File: src/rtl/branch_pc_redirect.sv
// Fetch PC sequencer with beq prediction and one-slot mispredict redirect.
// Optional fetch/mispredict statistics counters enabled by macro BP_STAT_EN.
module branch_pc_redirect (
  input  logic        clk,
  input  logic        rst_n,
  input  logic        istall,
  input  logic [31:0] iInstruction,
  input  logic [1:0]  ibp_predict,
  output logic [31:0] oPC,
  output logic        oflush,
  output logic [15:0] obr_cnt,
  output logic [15:0] omiss_cnt
);

  localparam int unsigned XLEN   = 32;
  localparam int unsigned CNTW   = 16;
  localparam int unsigned OPW    = 6;
  localparam logic [OPW-1:0] OP_BEQ = OPW'(4);

  logic [XLEN-1:0] r_pc;
  logic [XLEN-1:0] r_alt_d;
  logic [XLEN-1:0] r_alt_e;
  logic            r_vd;
  logic            r_ve;

  logic            w_is_beq;
  logic [XLEN-1:0] w_seq;
  logic [XLEN-1:0] w_off;
  logic [XLEN-1:0] w_target;
  logic            w_redirect;
  logic            w_unused;

  assign w_is_beq   = (iInstruction[31:26] == OP_BEQ);
  assign w_seq      = r_pc + XLEN'(4);
  assign w_off      = {{(XLEN-18){iInstruction[15]}}, iInstruction[15:0], 2'b00};
  assign w_target   = w_seq + w_off;
  assign w_redirect = ibp_predict[1] & r_ve;
  assign w_unused   = ^iInstruction[25:16];

  assign oPC    = r_pc;
  assign oflush = w_redirect;

  // Redirect beats stall; otherwise the alternate path shifts D->E each fetch.
  always_ff @(posedge clk or negedge rst_n) begin
    if (!rst_n) begin
      r_pc    <= '0;
      r_alt_d <= '0;
      r_alt_e <= '0;
      r_vd    <= 1'b0;
      r_ve    <= 1'b0;
    end else if (w_redirect) begin
      r_pc <= r_alt_e;
      r_vd <= 1'b0;
      r_ve <= 1'b0;
    end else if (!istall) begin
      r_alt_e <= r_alt_d;
      r_ve    <= r_vd;
      if (w_is_beq) begin
        r_vd <= 1'b1;
        if (ibp_predict[0]) begin
          r_pc    <= w_target;
          r_alt_d <= w_seq;
        end else begin
          r_pc    <= w_seq;
          r_alt_d <= w_target;
        end
      end else begin
        r_pc <= w_seq;
        r_vd <= 1'b0;
      end
    end
  end

`ifdef BP_STAT_EN
  logic [CNTW-1:0] r_br_cnt;
  logic [CNTW-1:0] r_miss_cnt;
  logic            w_fetch_beq;

  assign w_fetch_beq = w_is_beq & ~istall & ~w_redirect;

  // Saturating statistics; a squashed or stalled beq is not a fetch.
  always_ff @(posedge clk or negedge rst_n) begin
    if (!rst_n) begin
      r_br_cnt   <= '0;
      r_miss_cnt <= '0;
    end else begin
      if (w_fetch_beq && (r_br_cnt != '1)) r_br_cnt <= r_br_cnt + CNTW'(1);
      if (w_redirect && (r_miss_cnt != '1)) r_miss_cnt <= r_miss_cnt + CNTW'(1);
    end
  end

  assign obr_cnt   = r_br_cnt;
  assign omiss_cnt = r_miss_cnt;
`else
  assign obr_cnt   = CNTW'(0);
  assign omiss_cnt = CNTW'(0);
`endif

endmodule

File: config.mk
export PLATFORM = sky130hd
export DESIGN_NAME = branch_pc_redirect
export DESIGN_NICKNAME = d
export VERILOG_FILES = /design/src/rtl/branch_pc_redirect.sv
export SDC_FILE = /design/constraint.sdc
export NUM_CORES = 1
export LEC_CHECK = 0
export ABC_AREA = 1
export CORE_MARGIN = 5
export CORE_UTILIZATION = 57
export CTS_CLUSTER_DIAMETER = 100
export DETAILED_ROUTE_END_ITERATION = 10
export GPL_TIMING_DRIVEN = 0
export PLACE_DENSITY_LB_ADDON = 0.15
export SKIP_LAST_GASP = 1
export SYNTH_ARGS = -nofsm -noshare
export SYNTH_HDL_FRONTEND = slang
export SYNTH_SLANG_ARGS = --single-unit
File: constraint.sdc
create_clock -name clk -period 3 [get_ports clk]
set_input_delay 0.3 -clock clk [delete_from_list [all_inputs] [get_ports clk]]
set_output_delay 0.3 -clock clk [all_outputs]
set_load 0.03 [all_outputs]
==> results of run 1 <==
[Yosys cell counts (8+ instances only)]
| master | n | area share |
|---|---|---|
| sky130_fd_sc_hd__a21oi_1 | 64 | 0.042 |
| sky130_fd_sc_hd__buf_4 | 34 | 0.033 |
| sky130_fd_sc_hd__clkbuf_1 | 20 | 0.0098 |
| sky130_fd_sc_hd__dfrtp_1 | 98 | 0.32 |
| sky130_fd_sc_hd__ha_1 | 37 | 0.060 |
| sky130_fd_sc_hd__inv_1 | 128 | 0.062 |
| sky130_fd_sc_hd__nand2_1 | 408 | 0.20 |
| sky130_fd_sc_hd__nand2_2 | 10 | 0.0081 |
| sky130_fd_sc_hd__nand3_1 | 82 | 0.053 |
| sky130_fd_sc_hd__nand4_1 | 10 | 0.0081 |
| sky130_fd_sc_hd__nor2_1 | 73 | 0.036 |
| sky130_fd_sc_hd__nor2_4 | 8 | 0.012 |
| sky130_fd_sc_hd__nor3_1 | 8 | 0.0052 |
| sky130_fd_sc_hd__o21ai_0 | 66 | 0.043 |
| sky130_fd_sc_hd__o21bai_1 | 13 | 0.013 |
| sky130_fd_sc_hd__xor2_1 | 29 | 0.033 |
[registers in the layout (all words and copies together) (netlist names)]
signal   count
r_alt_e     32
oPC         32
r_ve         1
r_vd         1
r_alt_d     32
[stage by stage]
stage	util	area, um^2
floorplan	-	7810
global placement	0.651	8620
detailed placement	0.653	8650
CTS	0.722	9560
global route	0.794	10500
finish	0.794	10500
[worst max-delay path, delay by kind of cell, from the launching register on]
| family | cells | cell delay [ns] |
|---|---|---|
| fa+ha+maj | 2 | 0.60 |
| buf+inv | 2 | 0.18 |
| flops | 1 | 0.50 |
| simple gates | 13 | 1.69 |
[timing repair]
item                                   in CTS  in global routing
pin swaps                                  12                 56
setup buffers                              37                 38
endpoints found under the hold margin      38                  0
gates cloned                                0                  0
resized for setup                          68                159
hold buffers                                1                  0
setup endpoints to repair                  43                 40
[metal layers]
layer / share of wire / global-route usage
met4: 0.071 / 0.206
met2: 0.45 / 0.509
met1: 0.38 / 0.445
met5: 0 / 0
met3: 0.096 / 0.0550
[how the worst max path moves through the flow]
stage	end	slack, ns
global route	oPC[31]	-0.23
finish	oPC[25]	-0.1
floorplan	r_alt_d[31]	0.22
detailed placement	r_alt_d[31]	-0.52
CTS	r_alt_d[31]	-0.01
global placement	r_alt_d[27]	-2.04
[kinds of logic (layout without fill, tap and decap cells)]
kind of cell / after synthesis / in the layout / synth area share
flops: 98 / 98 / 0.319
fa+ha+maj: 38 / 38 / 0.0628
simple gates: 621 / 621 / 0.345
buf+inv: 199 / 351 / 0.114
compound gates: 162 / 162 / 0.114
other cells: 1 / 32 / 0.000487
xor+xnor: 37 / 37 / 0.0450
[power by group through the flow]
stage                     Combinational [mW]  Sequential, mW  Clock (mW)
after detailed placement                2.36            1.85           0
after global placement                  2.33            1.85           0
after CTS                               2.70            1.79        1.26
final                                   3.32            1.82        1.28
after global routing                    3.54            1.84        1.32
after floorplan                         1.44            1.97           0
[final cells by class]
class | count | area, um^2
buffer | 63 | 370
clock buffer | 11 | 233
clock inverter | 5 | 86.3
fill | 952 | 2730
inverter | 136 | 510
multi-input combinational | 890 | 5390
sequential | 98 | 2480
tap | 176 | 220
timing repair buffer | 136 | 1220
==> results list, run 1 <==
- Total wirelength of the detailed-routed design: 29.5 mm
* TritonCTS buffer count: 9
* Number of warnings reported in the yosys synthesis log: 0
- Yosys mapped a number of flops with a built-in enable equal to 0.
- In this run the cell area of the synthesized design comes to a little under 8000 um^2.
- CTS saw 98 sinks.
* Hold crit path type: input pin to asynchronous set/reset pin
* Total power draw: around 6.4 mW
* Cell count of the worst reg-to-reg path: 17
- After the last flow step, the layout net total stands at 1409.
- Traced cell by cell, the critical path runs through buf_12 > ha_4 > nand3_4 > nor3_4 > nand3_2 > nand2_4 > inv_2 > ha_2 > nand2_4 > nor2_2 > nand2_1 > nor2_1 > nand2_1 > nand4_1 > nand3_1 > nand2_1 > nand3_1.
- Residual overflow from global routing: 0
- Top-level port count: 102
* Leading cell types in the layout, fill and taps excluded: sky130_fd_sc_hd__nand2_1, sky130_fd_sc_hd__inv_1, sky130_fd_sc_hd__buf_4
- The cell count after synthesis came out at 1156.
- The share of total power dissipated in sequential elements is 0.284.
* Final count of hold timing violations: 0
- Gate power share: 0.517
* CTS Root Cell: sky130_fd_sc_hd__clkbuf_16
- Dominant register cell in the synthesized netlist: sky130_fd_sc_hd__dfrtp_1
* Last weighted congestion value of the routability-driven placer: roughly 1
- Counting I/O delays and the setup requirement, the final critical path takes 3.10 ns.
* Length of the first detailed-routing pass in iterations: 8
* Required time reported for the critical path endpoint: 3.23 ns
- Setup repair after global routing could not meet its margin everywhere.
- After layout, the worst setup slack is -0.0984 ns.
- Final Skew: between 0.01 and 0.015 ns
- Clock network fraction of total power: 0.199
* Capture instance of the worst register-to-register path: oPC[25]
* Critical-path maximum fanout: 6
- Number of antenna-violating nets in the routed design: 0
- Buffers from clock root to sink, at most: 2
- Width of the chip: 126 um
- Count of placed standard cells including taps: 1423
* Rel. slew slack: 0.0606
- The first global-routing pass estimated 41.5 mm of wire.
- Using the TritonRoute via totals, the vias-per-cell ratio works out to 5.77.
- Share of cells above drive strength 1: 0.263
- Number of endpoints failing setup at the final stage: 16
- Final hold analysis gives a worst-case slack of 0.477 ns.
- Share of synthesized flip-flops with an asynchronous set or reset: 1.00
- Placement-stage worst setup slack: -0.517 ns
- The final reports fail on setup timing.
- Most common library cell in the layout ignoring fill and taps: sky130_fd_sc_hd__nand2_1
- Filler-free cell count of the finished design: 1515
- Aggregate negative setup slack: -0.943 ns
- Arr. time, crit path: 3.33 ns
- Routed wirelength normalized by instance count: 19.5 um
* Slew at the pin with the worst max-slew slack: 1.41 ns
* Area of the core region: about 13000 um^2
* Slowest stage cell, crit path: sky130_fd_sc_hd__dfrtp_2
- Net switching share of the total power: 0.434
* Overall global routing resource usage: 0.334
* Cell row count: 42
- The worst setup path is launched from a flip-flop.
* Final worst-path cycle share: 1.03
- The initial utilization of the core area, before any placement, comes to 0.581.
- Cell internal power was estimated by the tool at around 3.6 mW.
- After clock tree synthesis, the clock-pin slew on the worst setup and hold paths is 0.07 ns.
* Worst reg2reg setup slack: -0.1 ns
- After the first detailed-routing iteration, the DRC count stood at 1101.
- I/O Buffers: slightly below 60
- Synthesized area divided by synthesized cell count: 6.66 um^2
- The H-tree generated during clock tree synthesis spans 3 levels.
- In this run, distinct cell masters in the synthesized netlist total 42.
- Status: complete, but fails checks
- Die Height: 126 um
- Max Cap Viol: 0
* Switching power of the nets: about 2.8 mW
- The initial antenna violation count was 0.
- ANT cells: 0
- The number of global-route vias before repair came to about 7.8k.
- Maximum frequency from static timing analysis: 323 MHz
* Remaining DRCs: 0
* Die Area: around 16000 um^2
- Maximum number of pins on one net before global-route repair: 61
- For this design the static power due to leakage is 5.15 nW.
* Half-perimeter wire length of the detailed placement result: 20.1 mm
* Total via count in the routed design: 8746
- The cell that appears most often on the critical path is sky130_fd_sc_hd__nand2_1.
* PD cells: 610 nW/um^2
- In this run the worst setup path begins at oPC[2].
- FF+latch count, synth: 98
- Clock tree from TritonCTS: done
* Share of the yosys chip area belonging to registers: 0.319
- Clock latency on the worst-skew pair, taken at its later pin, is between 0.3 and 0.4 ns.
* Worst IR drop on VDD: 0.412 mV
- Area growth, synth to finish: 36.6%
- The critical path is of the flip-flop to flip-flop type.
* Source of the worst register-to-register timing path: oPC[2]
- The worst setup path is captured at a flip-flop.
- The final max-slew violation count came to 0.
* CP peak stage delay: 0.50 ns
Note: power is estimated with default switching activity, not from simulation.
==> run 2: changes to the inputs <==
- PLACE_DENSITY: unset -> 0.82
- PLACE_DENSITY_LB_ADDON: 0.15 -> unset
- clock period: 3 -> 3.83 ns (I/O delays scaled with it)
==> run 2 against run 1 <==
Compared with the run above: the run now ends clean; design area fell by 15%; critical path depth is 1 lower; non-clock buffer count fell by 76; combinational power down 43%; clock-buffer cell count increased by 2; core utilization decreased by 12 points; worst setup slack improved by 0.32 ns; via count decreased by 9.4%.
==> results list, run 2 (synthesis gave the netlist of run 1 again) <==
- Status: finished clean
* Buffers from clock root to sink, at most: 2 (unchanged)
* Overall global routing resource usage: 0.312 (-0.0220)
- The slowest stage of the critical path is the sky130_fd_sc_hd__nor3_1 cell.
- Clock insertion delay at the later pin of the skew report: 0.34 ns (-0.02 ns)
- Cell count of the worst reg-to-reg path: 16 (-1)
- Wire length of the first global-routing pass: 39.2 mm (-5.6%)
- The initial antenna violation count is 0 (unchanged).
* Final Max Tran Viols: 0 (unchanged)
- The clock-pin slew on the worst setup and hold paths was 0.07 ns (about the same).
* Cell repeated most along the worst path: sky130_fd_sc_hd__nand2_1
- Share of cells above drive strength 1: 0.0800 (-0.183)
- Number of post-CTS setup repair buffers: 0 (-100%)
- Period minus WS final: 3.61 ns (+0.507 ns)
- The post-route clock skew came to 0.0102 ns (-0.00168 ns).
- Required time reported for the critical path endpoint: 4.05 ns (+0.82 ns)
- The worst setup slack for register-to-register paths was 0.22 ns (+0.32 ns).
- Effective utilization at floorplan: 0.581 (unchanged)
- Leaving out fill and tap cells, the most frequent cell in the layout is sky130_fd_sc_hd__nand2_1.
- Relative to the synthesized area, the layout overhead comes to 16.1%.
- Clock sink count: 98 (unchanged)
* Hold WS: 0.0284 ns (-0.449 ns)
- Top-level port count: 102 (unchanged)
- Source of the worst register-to-register timing path: oPC[2]
- Endpoint of the worst setup timing path: oPC[25]
- The number of placement rows came to 42 (unchanged).
- Final count of hold timing violations: 0 (unchanged)
* Max Cap Viol: 0 (unchanged)
- CP peak stage delay: 0.52 ns (+0.02 ns)
* Path length in cells of the critical path: 16 (-1)
- The power density over cell area came to 469 nW/um^2 (-23%).
- Maximum number of pins on one net before global-route repair: 57 (-6.6%)
- The relative slew slack was 0.405 (+0.344).
* Routed wirelength normalized by instance count: 17.4 um (-11%)
- TritonCTS built the clock tree.
* Cell Area, Placed: 8650 um^2 (unchanged)
- The maximum vdd drop came to 0.278 mV (-33%).
- Arr. time, crit path: 3.83 ns (+0.50 ns)
* Leading cell types in the layout, fill and taps excluded: sky130_fd_sc_hd__nand2_1, sky130_fd_sc_hd__inv_1, sky130_fd_sc_hd__dfrtp_1
- In this run the critical register-to-register path is captured at oPC[25].
* Utilization after layout: 0.675 (-0.119)
- Number of global-route vias before repair: 7368 (-5.1%)
- Number of gates resized after cts: 0 (-100%)
- Number of antenna-violating nets in the routed design: 0 (unchanged)
- The post-route clock period utilization is 0.941 (-0.0915).
- The setup path with the least slack is of type flip-flop to flip-flop.
- Final standard cell area without fillers: 8940 um^2 (-15%)
- The total chip power came to 4.19 mW (-35%).
- The achievable frequency was 277 MHz (-14%).
* Violation count after the first detailed-route iteration: 839 (-24%)
- Hold crit path type: input pin to asynchronous set/reset pin
- The detail-routed via count per cell came to 5.50 (-4.6%).
- Start point of the critical path: oPC[2]
- The final HPWL from detailed placement came to 20.1 mm (-0.26%).
* Length of the first detailed-routing pass in iterations: 5 (-3)
* Number of endpoints failing setup at the final stage: 0 (-16)
- Setup repair after global routing missed its margin: no
- The worst setup path is captured at a flip-flop.
- Last weighted congestion value of the routability-driven placer: 1.01 (-1.8%)
- The instance count after placement with tap cells included is 1423 (unchanged).
- ANT cells: 0 (unchanged)
* CTS Root Cell: sky130_fd_sc_hd__clkbuf_16
* Hold-fix buffers at CTS: 0 (-1)
- The number of port buffers came to 59 (unchanged).
- P_leak: 4.62 nW (-10%)
- The top fanout value on the critical path is 7 (+1).
- Die Area: 15900 um^2 (unchanged)
- The H-tree level count came to 3 (unchanged).
* Count of buffering cells on the critical path with inverters included: 2 (unchanged)
* Filler-free cell count of the finished design: 1439 (-5.0%)
* Number of nets at the end of the flow: 1333 (-5.4%)
* Layout fillers: 1223 (+28%)
- Slew at the pin with the worst max-slew slack: 0.890 ns (-0.517 ns)
* TritonCTS buffer count: 9 (unchanged)
- The overall overflow remaining after global route came to 0 (unchanged).
- Die Height: 126 um (unchanged)
- The final routed wirelength across all metal layers is 25.0 mm (-15%).
- Area of the core region: 13200 um^2 (unchanged)
* Cells along the critical path: ha_1 > inv_1 > nor3_1 > nand4_1 > xor2_1 > inv_1 > ha_1 > nand2_1 > nor2_1 > nand2_1 > nor2_1 > nand2_1 > nand4_1 > nand3_1 > nand2_1 > nand3_1
- The kind of cell with the highest combined delay along the critical path is simple AND/OR/NAND/NOR gates.
- The total number of vias is 7921 (-9.4%).
- The die width came to 126 um (unchanged).
- The worst setup path is launched from a flip-flop.
- Remaining DRCs: 0 (unchanged)
[run 2: cell count changes in the layout (fill, tap and decap cells not counted), moves of 15 or more]
cell	previous run	this run
sky130_fd_sc_hd__buf_4	107	35
sky130_fd_sc_hd__nand2_1	366	408
sky130_fd_sc_hd__nand2_2	47	10
sky130_fd_sc_hd__nor2_1	45	73
sky130_fd_sc_hd__dfrtp_1	76	98
sky130_fd_sc_hd__dfrtp_2	22	0
sky130_fd_sc_hd__xor2_1	8	29
sky130_fd_sc_hd__ha_1	18	37
sky130_fd_sc_hd__ha_4	15	0
sky130_fd_sc_hd__nor2_2	22	7
[run 2: layout make-up]
class	instances	area [um^2]	share of cell area
clock buffer	13	260	0.0291
inverter	136	510	0.0571
buffer	63	370	0.0414
sequential	98	2450	0.274
clock inverter	3	23.8	0.00266
tap	176	220	0.0246
multi-input combinational	890	4480	0.502
timing repair buffer	60	616	0.0689
[run 2: layer usage]
metal | vias to the layer above | GRT usage | routed length (um)
li1 | 3801 | - | -
met1 | 3589 | 0.421 | 10400
met2 | 450 | 0.487 | 11100
met3 | 81 | 0.0491 | 2200
met4 | 0 | 0.158 | 1410
met5 | - | 0 | 0
[run 2: worst min-delay path by stage]
stage / cells past startpoint / to / from / slack [ns]
after detailed placement: 1 / r_alt_d[6] / rst_n / 0.41
final: 1 / r_alt_d[6] / rst_n / 0.03
after global placement: 2 / r_alt_d[1] / r_alt_d[1] / 0.45
after global routing: 1 / r_alt_d[6] / rst_n / 0.08
after floorplan: 0 / oPC[0] / rst_n / 0.09
after CTS: 1 / r_alt_d[6] / rst_n / 0.05
[run 2: worst register-to-register path, stage by stage (launching register included)]
cell	delay, ns
sky130_fd_sc_hd__dfrtp_1	0.51
sky130_fd_sc_hd__ha_1	0.23
sky130_fd_sc_hd__inv_1	0.07
sky130_fd_sc_hd__nor3_1	0.52
sky130_fd_sc_hd__nand4_1	0.19
sky130_fd_sc_hd__xor2_1	0.32
sky130_fd_sc_hd__inv_1	0.08
sky130_fd_sc_hd__ha_1	0.40
sky130_fd_sc_hd__nand2_1	0.13
sky130_fd_sc_hd__nor2_1	0.29
sky130_fd_sc_hd__nand2_1	0.12
sky130_fd_sc_hd__nor2_1	0.11
sky130_fd_sc_hd__nand2_1	0.10
sky130_fd_sc_hd__nand4_1	0.18
sky130_fd_sc_hd__nand3_1	0.11
sky130_fd_sc_hd__nand2_1	0.07
sky130_fd_sc_hd__nand3_1	0.07
[run 2: per-stage QoR]
step	setup slack [ns]	TNS, ns
floorplan	1.05	0
global placement	-1.28	-124.40
detailed placement	0.294	0
CTS	0.272	0
global route	0.0829	0
finish	0.225	0
[run 2: power by group]
| part | internal (mW) | total, mW | switching [mW] | leakage [nW] |
|---|---|---|---|---|
| clock network | 0.478 | 0.867 | 0.389 | 0.132 |
| registers | 1.23 | 1.44 | 0.214 | 1.30 |
| logic | 0.651 | 1.88 | 1.23 | 3.18 |
